--- src/rtl/cbm2_keyboard.sv ---
// cbm2_keyboard - CBM-II keyboard matrix responder for the tpi2 scan port.
//
// Converts MiSTer ps2_key toggle events into a 16x6 pressed-key matrix and
// answers the TPI's active-low column scans with active-low row returns.
// Also keeps a latched shift-lock (caps key) and an all-keys-up control.
//
// Ports:
//   clk_sys     in   system clock
//   reset       in   synchronous, active-high reset
//   ps2_key     in   [10] toggle, [9] press, [8] E0-extended, [7:0] scancode
//   pa_in       in   column selects 0-7, active low
//   pb_in       in   column selects 8-15, active low
//   all_up      in   one-cycle pulse, releases every matrix key
//   pc_out      out  row returns, active low (registered)
//   shift_lock  out  shift-lock latch state
//   overflow    out  sticky, an event was dropped
//   busy        out  FSM not idle or pending slot occupied
//
// State  | meaning
// -------+-----------------------------------------------------------
// IDLE   | waiting for an event (new or pending)
// LOOKUP | registered keymap read of the current event word
// APPLY  | write matrix / toggle shift-lock, then IDLE or next LOOKUP

module cbm2_keyboard (
  input  logic        clk_sys,
  input  logic        reset,
  input  logic [10:0] ps2_key,
  input  logic [7:0]  pa_in,
  input  logic [7:0]  pb_in,
  input  logic        all_up,
  output logic [5:0]  pc_out,
  output logic        shift_lock,
  output logic        overflow,
  output logic        busy
);

  localparam int MAP_ROWS = 6;
  localparam int MAP_COLS = 16;

  typedef enum logic [1:0] {
    IDLE   = 2'd0,
    LOOKUP = 2'd1,
    APPLY  = 2'd2
  } state_t;

  state_t                            state_q;
  logic                              last_toggle_q;
  logic                              pend_full_q;
  logic [9:0]                        pend_word_q;
  logic [9:0]                        cur_word_q;
  logic [8:0]                        map_q;
  logic [MAP_COLS-1:0][MAP_ROWS-1:0] matrix_q;
  logic                              shift_lock_q;
  logic                              overflow_q;
  logic [MAP_ROWS-1:0]               pc_out_q;

  logic                              evt;
  logic [8:0]                        map_d;
  logic [MAP_ROWS-1:0]               hits_d;
  logic [MAP_COLS-1:0]               sel;

  // Fields of the registered keymap entry
  logic                              map_valid;
  logic [3:0]                        map_col;
  logic [2:0]                        map_row;
  logic                              map_lock;

  assign evt = (ps2_key[10] != last_toggle_q);

  assign map_valid = map_q[8];
  assign map_col   = map_q[7:4];
  assign map_row   = map_q[3:1];
  assign map_lock  = map_q[0];

  // Keymap: {valid, col[3:0], row[2:0], is_lock} for the current event word.
  // The extended flag must match exactly, so E0-prefixed aliases stay invalid.
  always_comb begin
    map_d = 9'h000;
    if (!cur_word_q[8]) begin
      case (cur_word_q[7:0])
        8'h1C:       map_d = {1'b1, 4'd2,  3'd1, 1'b0};
        8'h29:       map_d = {1'b1, 4'd15, 3'd2, 1'b0};
        8'h12, 8'h59: map_d = {1'b1, 4'd0,  3'd4, 1'b0};
        8'h58:       map_d = {1'b1, 4'd0,  3'd0, 1'b1};
        default:     map_d = 9'h000;
      endcase
    end else begin
      case (cur_word_q[7:0])
        8'h75:       map_d = {1'b1, 4'd14, 3'd3, 1'b0};
        default:     map_d = 9'h000;
      endcase
    end
  end

  // Scan: shift-lock shows up as col 1 row 4 without touching the stored bit.
  assign sel = ~{pb_in, pa_in};

  always_comb begin
    hits_d = '0;
    for (int c = 0; c < MAP_COLS; c++) begin
      logic [MAP_ROWS-1:0] eff;
      eff = matrix_q[c];
      if (c == 1) eff[4] = eff[4] | shift_lock_q;
      if (sel[c]) hits_d = hits_d | eff;
    end
  end

  always_ff @(posedge clk_sys) begin
    if (reset) begin
      state_q       <= IDLE;
      last_toggle_q <= ps2_key[10];
      pend_full_q   <= 1'b0;
      pend_word_q   <= '0;
      cur_word_q    <= '0;
      map_q         <= '0;
      matrix_q      <= '0;
      shift_lock_q  <= 1'b0;
      overflow_q    <= 1'b0;
      pc_out_q      <= '1;
    end else begin
      pc_out_q <= ~hits_d;

      if (evt) last_toggle_q <= ps2_key[10];

      // An event that the idle FSM cannot take directly goes to the slot,
      // or is lost if the slot is already occupied.
      if (evt && pend_full_q) begin
        overflow_q <= 1'b1;
      end else if (evt && state_q != IDLE) begin
        pend_word_q <= ps2_key[9:0];
        pend_full_q <= 1'b1;
      end

      case (state_q)
        IDLE: begin
          if (pend_full_q) begin
            cur_word_q  <= pend_word_q;
            pend_full_q <= 1'b0;
            state_q     <= LOOKUP;
          end else if (evt) begin
            cur_word_q <= ps2_key[9:0];
            state_q    <= LOOKUP;
          end
        end
        LOOKUP: begin
          map_q   <= map_d;
          state_q <= APPLY;
        end
        APPLY: begin
          if (map_valid && map_lock && cur_word_q[9])
            shift_lock_q <= ~shift_lock_q;
          if (pend_full_q) begin
            cur_word_q  <= pend_word_q;
            pend_full_q <= 1'b0;
            state_q     <= LOOKUP;
          end else begin
            state_q <= IDLE;
          end
        end
        default: state_q <= IDLE;
      endcase

      // all_up takes priority over a same-cycle matrix write.
      if (all_up)
        matrix_q <= '0;
      else if (state_q == APPLY && map_valid && !map_lock)
        matrix_q[map_col][map_row] <= cur_word_q[9];
    end
  end

  assign pc_out     = pc_out_q;
  assign shift_lock = shift_lock_q;
  assign overflow   = overflow_q;
  assign busy       = (state_q != IDLE) || pend_full_q;

endmodule
--- config.mk ---
export PLATFORM = sky130hd
export DESIGN_NAME = cbm2_keyboard
export DESIGN_NICKNAME = d
export VERILOG_FILES = /design/src/rtl/cbm2_keyboard.sv
export SDC_FILE = /design/constraint.sdc
export NUM_CORES = 1
export LEC_CHECK = 0
export ABC_AREA = 1
export CORE_AREA = 2 2 85 87
export CTS_CLUSTER_DIAMETER = 30
export DETAILED_ROUTE_END_ITERATION = 12
export DIE_AREA = 0 0 87 89
export DONT_BUFFER_PORTS = 1
export GPL_TIMING_DRIVEN = 0
export PLACE_DENSITY = 0.81
export SLEW_MARGIN = 20
export SYNTH_ARGS = -nofsm -noshare
export SYNTH_HDL_FRONTEND = slang
export SYNTH_SLANG_ARGS = --single-unit
--- constraint.sdc ---
create_clock -name clk_sys -period 1.91 [get_ports clk_sys]
set_clock_uncertainty 0.1 [all_clocks]
set_input_delay 0.382 -clock clk_sys [delete_from_list [all_inputs] [get_ports clk_sys]]
set_output_delay 0.382 -clock clk_sys [all_outputs]
set_load 0.005 [all_outputs]
After elaboration in Yosys (flattened, before gate mapping)
Cells that the tools add are included.
Operators by class
  divide/modulo/power cells: 0
  bitwise operators: 20
  equal/unequal tests: 11
  multiplexer cells: 38
  multipliers: 0
  reduce and logical (&&, ||, !) cells: 20
  order comparisons: 4
  shift-type cells: 0
  add/sub/neg operators: 0
Operators by type and width (number)
  two-way mux 6 bit: 17
  bitwise mux 96 bit: 1
  OR 6 bit: 15
  one-hot mux 9 bit (4 select lines): 1
  two-way mux 10 bit: 3
  demux 6 bit (select 4 bit): 1
  == test 8 x 7 -> 1 bit (second input constant): 3
  one-hot mux 10 bit (2 select lines): 1
  two-way mux 9 bit: 2
  == test 8 x 5 -> 1 bit (second input constant): 2
  NOT 16 bit: 1
  == test 8 x 6 -> 1 bit (second input constant): 1
  logical AND 1 bit: 8
  two-way mux 1 bit: 8
  NOT 6 bit: 1
  one-hot mux 2 bit (3 select lines): 1
  nonzero test 2 bit: 3
  OR reduction 2 bit: 3
  less-than comparator 4 x 5 -> 1 bit (second input constant): 1
  greater-or-equal comparator 4 x 1 -> 1 bit (second input constant): 1
  less-than comparator 3 x 4 -> 1 bit (second input constant): 1
  two-way mux 2 bit: 2
  AND reduction 2 bit: 2
  demux 1 bit (select 3 bit): 1
  other kinds (12): 13
Word-level totals
  RAM bits: 0
  bits in read-only memories: 0
  memories: 0
  bits in latches: 0
  bits in registers: 137

Logic depth before layout (Yosys ltp)
Gate-level depths: netlist (run 1).
  depth in word-level cells: 33
  mapped depth: 9

Worst setup path after synthesis (run 1)
Ideal clock, no wire load.
  kind: reg2reg
  start point: register last_toggle_q
  end point: register cur_word_q[1]
  slack: 0.585 ns
  data arrival time: 1.155 ns
  required time: 1.740 ns
  cell stages (with the launch flop): 7
  cell sequence: edfxtp_1 xnor2_1 nand2_1 nand2_1 buf_2 o21ai_1 a21oi_1
On the way
  longest elaborated chain between the ends: 3
RTL lines
  from (decl): RTL line 48  | logic last_toggle_q;
  from (signal assigned): RTL line 112  | last_toggle_q <= ps2_key[10];
  from (signal assigned): RTL line 124  | if (evt) last_toggle_q <= ps2_key[10];
  inequality test 1 bit: RTL line 69  | assign evt = (ps2_key[10] != last_toggle_q);
  inequality test 3 bit (no line)
  AND reduction 3 bit (no line)
  to (signal assigned): RTL line 138  | cur_word_q <= pend_word_q;
  to (signal assigned): RTL line 142  | cur_word_q <= ps2_key[9:0];
  to (signal assigned): RTL line 154  | cur_word_q <= pend_word_q;
  to (decl): RTL line 51  | logic [9:0] cur_word_q;
Every way passes these cells.
A chain may end at the register's enable or synchronous reset.

Worst setup path after layout (run 1)
  start point: register pend_full_q
  end point: output port busy
On the way
  longest elaborated chain between the ends: 1
RTL lines
  from (decl): RTL line 49  | logic pend_full_q;
  from (signal assigned): RTL line 113  | pend_full_q <= 1'b0;
  from (signal assigned): RTL line 132  | pend_full_q <= 1'b1;
  from (signal assigned): RTL line 139  | pend_full_q <= 1'b0;
  logical OR 1 bit: RTL line 175  | assign busy = (state_q != IDLE) || pend_full_q;
  to (decl): RTL line 35  | output logic busy
Every way passes these cells.

==> flow_results.org, run 1 <==
** Layout
- In the final layout, the share of cells above drive strength 1 is 9.024%.
- Number of antenna diodes :: 0
- Final #Nets :: 568
- From synthesis to final layout, the design area changed by 7.724%.
- The finished layout holds 623 standard cells, fillers aside.

** CTS
- Clk root buf :: clkbuf_8
- Clock slew seen by the registers of the worst setup and hold paths :: 90 ps
- Buffer depth of the longest clock path :: 2
- TritonCTS clock tree :: built
- Source-to-sink clock delay at the later pin of the worst-skew pair :: 360 ps
- The clock net in this run drives a total of 87 sinks.
- Number of buffers inserted during clock tree synthesis :: 9
- In this run the number of H-tree levels came out at 3.
- Once the clock tree was built, the resizer swapped 0 gates to a different size.

** Pwr
- Maximum VDD drop :: 0.7205 mV
- Post-layout power :: about 3.4 mW
- Areal power density over the cells :: 874.7 nW/um^2
- Static Leakage :: 1.520 nW

** Die
- In this run the core area contains 30 standard-cell rows.
- The core region is 6719 um^2.
- Initial core utilization :: 54.49%
- Floorplan die width :: roughly 87 um
- Die footprint :: 7743 um^2
- The die is 89 um tall.
- 39 I/O pins were placed.

** Placement
- Buffers placed on the I/O ports in this run total 0.
- Once detailed placement completed, the half-perimeter wirelength came to 5762 um.
- After detailed placement, the design holds a cell count of 606.
- Placer's final routability congestion estimate :: 0.8521

** Synth
- Fraction of synthesized cell area taken by the top area cell type :: 47.03%
- Post-synthesis area per instance :: roughly 7.0 um^2
- Summed over all instances, the cell type with the most area after synthesis is dfxtp_1.
- In this run the cell area of the synthesized design comes to 3661 um^2.
- The number of nets in the synthesized netlist is 556.
- Synthesis inferred between 80 and 90 register bits.
- Count of distinct cell types in the synthesized netlist :: 23
- By area the synthesized netlist is led by dfxtp_1 47%, nand2_1 11%, nor2_1 11%.
- The Yosys step of the flow raised 0 warnings.
- Synthesis handed over a netlist of 526 instances.
- Sequential share of the synthesized area :: between 40% and 50%

** Timing
- Dividing the final minimum period by the clock period gives 92.95%.
- Accumulated negative setup slack :: 0 ps
- Max frequency :: between 500 and 600 MHz
- The worst path needs 1775 ps of the cycle, external delays included.
- Transition at the pin with the smallest max-transition slack :: 517.0 ps
- Measured against its own limit, the worst slew margin works out to 65.53%.
- Setup repair after global routing missed its margin :: no
- The total count of hold-check failures in the final report is 0.
- Count of pins over their slew limit :: 0
- Setup violations remaining at the end of the flow were counted as 0.

** Setup path
- STA classifies the critical path endpoint as an output port.
- In this run the critical register-to-register path is launched from last_toggle_q.
- Crit Path Max Fanout :: 10
- The endpoint identified for the worst register-to-register timing path is cur_word_q[5].
- Required time of the worst setup path :: 1430 ps
- For the worst setup path, the data arrival time is 1290 ps.
- CP startpoint kind :: flop
- Type of the worst setup path :: flop to output port
- Launching element of the worst setup path :: pend_full_q
- Counting cells, the worst reg-to-reg path comes to 6.
- In this run the register-to-register setup slack is 360 ps.

** Route
- Before antenna repair, the detailed router went through 5 iterations.
- Vias :: about 3200
- Total routed wirelength :: roughly 7700 um
- Post-detailed-route via-to-cell ratio :: 5.119
- Dividing the detail-routed wire length by the instance count gives 12.33 um.
- Count of unresolved DRC violations after routing :: 0
- Once detail routing completed, the nets flagged for antenna violations numbered 0.
- Initial DRC count :: around 160

** Run
- Across the run, the number of max-cap violations was 0.

** Worst hold path
- The min-delay analysis places its worst path in the category primary input to flop.
- The worst hold path passes through 2 cells.
- For hold timing, the worst endpoint is pend_word_q[4].
- The worst hold path begins at ps2_key[4].

** Global route
- Wire length of the first global-routing pass :: 12970 um
- Maximum number of pins on one net before global-route repair :: 16
- The initial antenna violation count was 0.
- Via count of the first global-routing pass :: 2966
- Total gr overflow :: 0
- All-layer global routing usage :: 21.42%

** Outcome
- Run status :: complete, no violations
-- flip-flops by register name, indices dropped and copies added (netlist names) --
register / cells
cur_word_q: 10
last_toggle_q: 1
map_q: 7
matrix_q: 48
overflow: 1
pc_out: 6
pend_full_q: 1
pend_word_q: 10
shift_lock: 1
state_q: 2
-- cell families (layout without fill, tap and decap cells) --
family                 Yosys count  in the layout  share of synthesized area, %
AND/OR/NAND/NOR                264            264                         29.77
buffers and inverters           89            106                         9.467
flip-flops                      87             87                         47.85
AO/OA/AOI/OAI                   84             84                         12.44
XOR/XNOR                         2              2                        0.4786
-- how the worst max path moves through the flow --
stage	to	slack [ps]	cells after the start
final	busy	130	3
after floorplan	cur_word_q[1]	580	6
after global placement	last_toggle_q	340	4
after detailed placement	last_toggle_q	340	4
after CTS	busy	110	3
after global routing	busy	20	3
-- cells in the final DEF (no fill, tap or decap), types with 10 or more instances in the layout --
cell,instances
o22ai_1,12
nor2_1,107
o21ai_1,24
a21oi_1,33
buf_2,10
inv_1,58
inv_2,13
nand2_1,109
dfxtp_1,86
nand3_1,28
-- through the flow --
step	utilization [%]	setup slack, ps	instance area (um^2)	hold WS (ps)
2_1_floorplan	-	584.9	3661	308.4
3_3_place_gp	55.98	341.3	3761	316.2
3_5_place_dp	55.98	344.2	3761	320.5
4_1_cts	58.70	114.2	3944	57.45
5_1_grt	58.70	15.68	3944	64.51
6_report	58.70	134.7	3944	61.69
-- repair_timing --
action,4_1_cts,5_1_grt
hold buffers,1,0
hold endpoints to repair,1,0
setup buffers,0,0
-- power breakdown --
group	internal [mW]	switching, mW	leakage [nW]
registers	1.89	0.0411	0.707
clock network	0.476	0.658	0.0789
logic	0.118	0.266	0.734
-- cells in the mapped netlist --
cell type  count
inv_1         58
buf_2         10
nor2_2         3
nand3_1       28
o22ai_1       12
inv_2         13
o211ai_1       3
o21ai_0        7
o21a_1         1
nand2_1      109
edfxtp_1       1
nor3_2         6
clkinv_1       1
nand2_2        2
clkbuf_1       7
xnor2_1        2
o21ai_1       24
dfxtp_1       86
nor2_1       107
nor3_1         7
a21oi_1       33
nand4_1        2
o21bai_1       4
-- cell type report --
class                           count  area (um^2)
Buffer                             17        76.32
Tap cell                           80        100.1
Inverter                           72        270.3
Clock buffer                       10        127.6
Clock inverter                      6        45.04
Timing Repair Buffer                1        10.01
Multi-Input combinational cell    350         1563
Fill cell                         616         2775
Sequential cell                    87         1752
-- routing by layer --
layer	part of all wire (%)	global-route usage (%)
met5	0	0
met4	1.6	7.386
met3	4.5	5.725
met2	51	38.72
met1	43	24.45
-- worst max-delay path, stage by stage, from the launching register on --
cell and delay [ps]:
dfxtp_1 320, inv_2 100, clkbuf_1 380, nand2_1 140
(Power assumes the default switching activity.)
==> inputs of run 2 (changes only) <==
--- a/config.mk
+++ b/config.mk
@@ -12,7 +12,7 @@
 export DIE_AREA = 0 0 87 89
 export DONT_BUFFER_PORTS = 1
 export GPL_TIMING_DRIVEN = 0
-export PLACE_DENSITY = 0.81
+export PLACE_DENSITY = 0.71
 export SLEW_MARGIN = 20
 export SYNTH_ARGS = -nofsm -noshare
 export SYNTH_HDL_FRONTEND = slang
==> flow_results.org, run 2 (synthesis results as in run 1) <==
** Timing
- Max frequency :: approximately 570 MHz
- For the final routed database, the setup TNS stands at 0 ps.
- Setup repair after global routing missed its margin :: no
- After layout, the worst path uses 91.76% of the clock period.
- Slew margin rel. :: between 60 and 70%
- Count of pins over their slew limit :: 0
- Time the worst path needs with I/O delays and setup :: 1753 ps
- Setup violations remaining at the end of the flow were counted as 0.
- The total count of hold-check failures in the final report came to 0.
- For the pin with the worst max-slew slack, the measured transition is 530.0 ps.

** Layout
- Largest register FFs :: 48
- Fillers :: 629
- Share of layout cells above drive strength 1 :: 9.208%
- Largest registers :: matrix_q: 48 flops, cur_word_q: 10 flops, pend_word_q: 10 flops
- Relative to the synthesized area, the layout overhead comes to 9.125%.
- The library cell used most frequently in the layout, excluding fill and tap cells, is nand2_1.
- Register ranked first by flip-flop count :: matrix_q
- Number of antenna diodes :: 0
- Footprint of the multi-input gates :: between 1500 and 2000 um^2
- Top library cells by usage in the layout, fill and taps aside :: 109 x nand2_1, 107 x nor2_1, 86 x dfxtp_1, 58 x inv_1, 33 x a21oi_1
- Final #Nets :: 568
- FF+latch area :: 1752 um^2
- Share of the core filled with cells :: 59.46%

** Die
- The die is 89 um tall.
- Number of top-level pins :: 39
- Floorplan die width :: 87 um
- The total area inside the core boundary comes to 6719 um^2.
- Initial core utilization :: roughly 54%
- Standard-cell row count :: 30
- Die footprint :: 7743 um^2

** Global route
- Summed over all layers, the global routing overflow is 0.
- Antenna violations before repair :: 0
- All-layer global routing usage :: 22.62%
- Maximum number of pins on one net before global-route repair :: 16
- Wire length of the first global-routing pass :: 13530 um
- Via count of the first global-routing pass :: 2946

** Setup path
- Total buffers and inverters traversed by the critical path :: 2
- The slowest stage of the critical path is the clkbuf_1 cell.
- The endpoint identified for the worst register-to-register timing path is cur_word_q[8].
- Crit Path Max Fanout :: 10
- Largest stage delay, worst path :: 370 ps
- Across all register-to-register paths, the minimum setup slack is 340 ps.
- In this run the critical register-to-register path is launched from last_toggle_q.
- The number of cells on the worst reg-to-reg path is 6.
- Category of the worst setup path capture point :: output port
- Data arrival, critical path :: between 1000 and 1500 ps
- CP startpoint kind :: flop
- For the worst setup path, the data required time is ~1400 ps.
- Type of the worst setup path :: flop to output port
- Broken down by cell family, the worst path's largest delay share belongs to buffers and inverters.
- Stages on the worst setup path :: 3
- Critical path, cell by cell :: inv_2, clkbuf_1, nand2_1

** Route
- Post-detailed-route via-to-cell ratio :: 5.075
- Routed length per placed instance :: between 10 and 15 um
- Count of unresolved DRC violations after routing :: 0
- The count of nets left with antenna violations once routing finished came out at 0.
- The final route contains between 3000 and 4000 vias.
- Initial DRC count :: 175
- Total routed wirelength :: approximately 8000 um
- For this run, the detailed router's first-pass iteration total came to 4.

** CTS
- The clock net in this run drives a total of a little under 90 sinks.
- Buffer depth of the longest clock path :: 2
- TritonCTS clock tree :: built
- Counting the buffers created by CTS gives 9.
- Clock-pin slew was measured on the worst setup and hold paths at 90 ps.
- The H-tree generated during clock tree synthesis spans 3 levels.
- Clock latency on the worst-skew pair, taken at its later pin, is 350 ps.
- Clk root buf :: clkbuf_8
- Number of resized instances in the post-cts repair step :: 0
- In this run the post-CTS setup repair buffer count came out at 0.

** Placement
- Count of input and output buffers :: 0
- Detailed placement ended at an HPWL of 5888 um.
- Placer's final routability congestion estimate :: 0.8291

** Outcome
- Run status :: complete, no violations

** Worst hold path
- Worst min-delay path endpoint :: pend_word_q[3]
- Hold crit path type :: primary input to flop
- Number of stages on the worst hold path :: 2
- The worst hold path begins at ps2_key[3].

** Pwr
- Static Leakage :: approximately 1.5 nW
- Areal power density over the cells :: 928.2 nW/um^2
- VDD sags by at most 0.5502 mV.

** Run
- Across the run, the number of max-cap violations was 0.
==> run 2: changes by cell type in the layout (fill, tap and decap cells not counted), sizes merged <==
cell,delta
clkinv,-2
clkbuf,+1
bufinv,+1
==> run 2: final cells by class <==
class | count | area share, %
sequential | 87 | 43.85
timing repair buffer | 1 | 0.2505
clock inverter | 5 | 1.535
multi-input combinational | 350 | 39.12
inverter | 72 | 6.765
buffer | 17 | 1.910
clock buffer | 11 | 4.071
tap | 80 | 2.505
==> run 2: what timing repair did <==
action,CTS,global route
endpoints found under the hold margin,0,1
hold buffers,0,1
setup endpoints to repair,0,0
==> run 2: worst reg2reg max path: cells and delay by family, from the launching register on <==
| kind | cells | cell delay [ps] |
|---|---|---|
| DFF | 1 | 390 |
| buffers and inverters | 1 | 230 |
| and+or+nand+nor | 2 | 250 |
| AOI/OAI and AO/OA | 2 | 230 |
| xor gates and xnor gates | 1 | 310 |
==> run 2: power breakdown <==
part           total [mW]  switching (mW)  internal, mW
registers            1.93          0.0418          1.89
logic               0.391           0.273         0.118
clock network        1.39           0.662         0.724
total                3.71           0.977          2.73
==> run 2: through the flow <==
stage / power, mW / setup slack, ps / instance area (um^2) / hold WS (ps) / instances
2_1_floorplan: 2.269 / 584.9 / 3661 / 308.4 / 526
3_3_place_gp: 2.352 / 318.5 / 3761 / 315.0 / 606
3_5_place_dp: 2.362 / 305.6 / 3761 / 317.6 / 606
4_1_cts: 3.741 / 143.0 / 3985 / 5.395 / 622
5_1_grt: 3.894 / 34.55 / 3995 / 56.84 / 623
6_report: 3.708 / 157.3 / 3995 / 73.54 / 623
==> run 2: how the worst max path moves through the flow <==
stage	endpoint	slack (ps)	startpoint
floorplan	cur_word_q[1]	580	last_toggle_q
global placement	last_toggle_q	320	reset
detailed placement	last_toggle_q	310	reset
CTS	busy	140	pend_full_q
global route	busy	30	pend_full_q
finish	busy	160	pend_full_q
==> run 2: layer usage <==
metal / global-route usage (%) / part of all wire, % / vias to the layer above
li1: - / - / 1679
met4: 9.659 / 2.6 / 0
met3: 5.263 / 4.3 / 11
met2: 37.96 / 48 / 57
met1: 27.96 / 45 / 1415
met5: 0 / 0 / -
==> inputs of run 3 (changes only) <==
--- a/config.mk
+++ b/config.mk
@@ -6,10 +6,10 @@
 export NUM_CORES = 1
 export LEC_CHECK = 0
 export ABC_AREA = 1
-export CORE_AREA = 2 2 85 87
+export CORE_AREA = 10 10 93 95
 export CTS_CLUSTER_DIAMETER = 30
 export DETAILED_ROUTE_END_ITERATION = 12
-export DIE_AREA = 0 0 87 89
+export DIE_AREA = 0 0 103 105
 export DONT_BUFFER_PORTS = 1
 export GPL_TIMING_DRIVEN = 0
 export PLACE_DENSITY = 0.71
==> flow_results.org, run 3 (synthesis results as in run 1) <==
** Setup path
- Data arrival, critical path :: ~1300 ps
- Category of the worst setup path capture point :: output port
- CP startpoint kind :: flop
- Type of the worst setup path :: flop to output port
- In this run the worst path has a maximum fanout of 10.
- Required time of the worst setup path :: 1430 ps

** Global route
- Via count of the first global-routing pass :: 2913
- The initial antenna violation count came to 0.
- The first global-routing pass estimated 13440 um of wire.
- After global routing the overflow that remains totals 0.
- For this run, the total global-route usage over all layers was measured as between 15 and 20%.
- Entering global routing, the biggest net connects 16 pins.

** CTS
- The later pin in the worst-skew pair is clocked with a latency of 350 ps.
- Clk root buf :: clkbuf_8
- In this run the number of H-tree levels came out at 3.
- Buffer depth of the longest clock path :: 2
- Clock slew seen by the registers of the worst setup and hold paths :: 90 ps
- Number of resized instances in the post-cts repair step :: 0
- # clock sinks :: 87
- Number of buffers inserted during clock tree synthesis :: 9
- TritonCTS clock tree :: built

** Timing
- Summed over all failing endpoints, the final setup total negative slack is 0 ps.
- Setup repair after global routing missed its margin :: no
- Hold timing on the final database bottoms out at a slack of ~75 ps.
- At the pin with the least slew margin, the transition time is 541.7 ps.
- Slew margin rel. :: between 60% and 70%
- The total count of hold-check failures in the final report came to 0.
- After layout, the worst path uses ~92% of the clock period.
- Time the worst path needs with I/O delays and setup :: 1763 ps
- Timing would allow up to 567.1 MHz.
- Final worst-path setup slack :: roughly 150 ps
- The final number of max-transition violations was 0.
- Final number of setup-violating endpoints :: 0

** Layout
- FF+latch area :: 1752 um^2
- Register ranked first by flip-flop count :: matrix_q
- Share of layout cells above drive strength 1 :: 9.024%
- Counting the fill cells in the layout gives 662.
- The library cell used most frequently in the layout, excluding fill and tap cells, is nand2_1.
- The register with the most flip-flops in the layout has 48 of them.
- Leaving out filler cells and counting taps, the final layout contains 623.
- Number of antenna diodes :: 0
- Largest registers :: matrix_q: 48 flops, cur_word_q: 10 flops, pend_word_q: 10 flops
- The multi-input combinational cells in the finished layout cover a total of 1563 um^2.
- Relative to the synthesized area, the layout overhead comes to 7.724%.
- Top library cells by usage in the layout, fill and taps aside :: 109 x nand2_1, 107 x nor2_1, 86 x dfxtp_1, 58 x inv_1, 33 x a21oi_1
- The net count of the finished layout is approximately 570.

** Die
- In this run the standard cell core region covers 6756 um^2.
- Number of top-level pins :: 39
- Floorplan die width :: 103 um
- Initial core utilization :: 54.19%
- The initialized floorplan defines 30 standard-cell rows.
- Die footprint :: between 10000 and 15000 um^2
- The floorplan step set the die height to about 110 um.

** Pwr
- Maximum VDD drop :: 0.4570 mV
- For this design the static power due to leakage is 1.517 nW.
- Areal power density over the cells :: 879.5 nW/um^2

** Placement
- The number of placed instances, taps included, is 606.
- Before CTS, the worst setup slack after placement is 316.3 ps.
- Buffers placed on the I/O ports in this run total 0.
- Post-detail-place hpwl :: 5900 um
- The congestion estimate from routability-driven global placement came to 0.8685.

** Run
- The tool flagged a number of max-cap violations equal to 0.

** Route
- Vias :: 3169
- Count of unresolved DRC violations after routing :: 0
- Once detail routing completed, the nets flagged for antenna violations numbered 0.
- Routed length per placed instance :: 12.85 um
- After detailed routing, the number of vias per cell comes to 5.087.
- Initial DRC count :: 136
- The first TritonRoute pass finished after 4 iterations.
- For this block, the routed nets add up to ~8000 um of wire.

** Worst hold path
- The tightest min-delay check is of the primary input to flop type.

** Outcome
- Run status :: complete, no violations
-- run 3: power breakdown --
part           internal (mW)  switching [mW]
Sequential              1.89          0.0424
Combinational          0.118           0.267
Clock                  0.478           0.674
-- run 3: critical path, cell delays in order (launching register included) --
cell,delay (ps)
dfxtp_1,320
inv_2,100
clkbuf_1,370
nand2_1,150
-- run 3: worst paths after layout --
path           startpoint        endpoint  slack, ps  depth (start not counted)
min reg2reg  matrix_q[20]    matrix_q[20]        340                          2
max           pend_full_q            busy        150                          3
max reg2reg    state_q[1]    matrix_q[74]        350                          7
min            ps2_key[5]  pend_word_q[5]         80                          2
-- run 3: per-stage QoR --
step	utilization [%]	cell area [um^2]	power, mW
2_1_floorplan	-	3661	2.269
3_3_place_gp	55.67	3761	2.350
3_5_place_dp	55.67	3761	2.359
4_1_cts	58.22	3934	3.508
5_1_grt	58.37	3944	3.648
6_report	58.37	3944	3.469
-- run 3: timing repair --
| item | in CTS | in global routing |
|---|---|---|
| setup buffers | 0 | 0 |
| hold endpoints to repair | 0 | 1 |
| hold buffers | 0 | 1 |
-- run 3: area by class of cell --
cell class / instances / share of cell area (%)
multi-input cells: 350 / 39.63
clock inverters: 6 / 1.142
well taps: 80 / 2.538
clock buffers: 10 / 3.236
flip-flops and latches: 87 / 44.42
repair buffers: 1 / 0.2538
inverters: 72 / 6.853
plain buffers: 17 / 1.935
-- run 3: per-layer routing --
layer	track usage [%]	vias to the layer above	part of all wire (%)
li1	-	1677	-
met1	18.70	1422	45
met2	24.80	59	48
met3	4.282	11	4.9
met4	6.163	0	1.3
met5	0	-	0
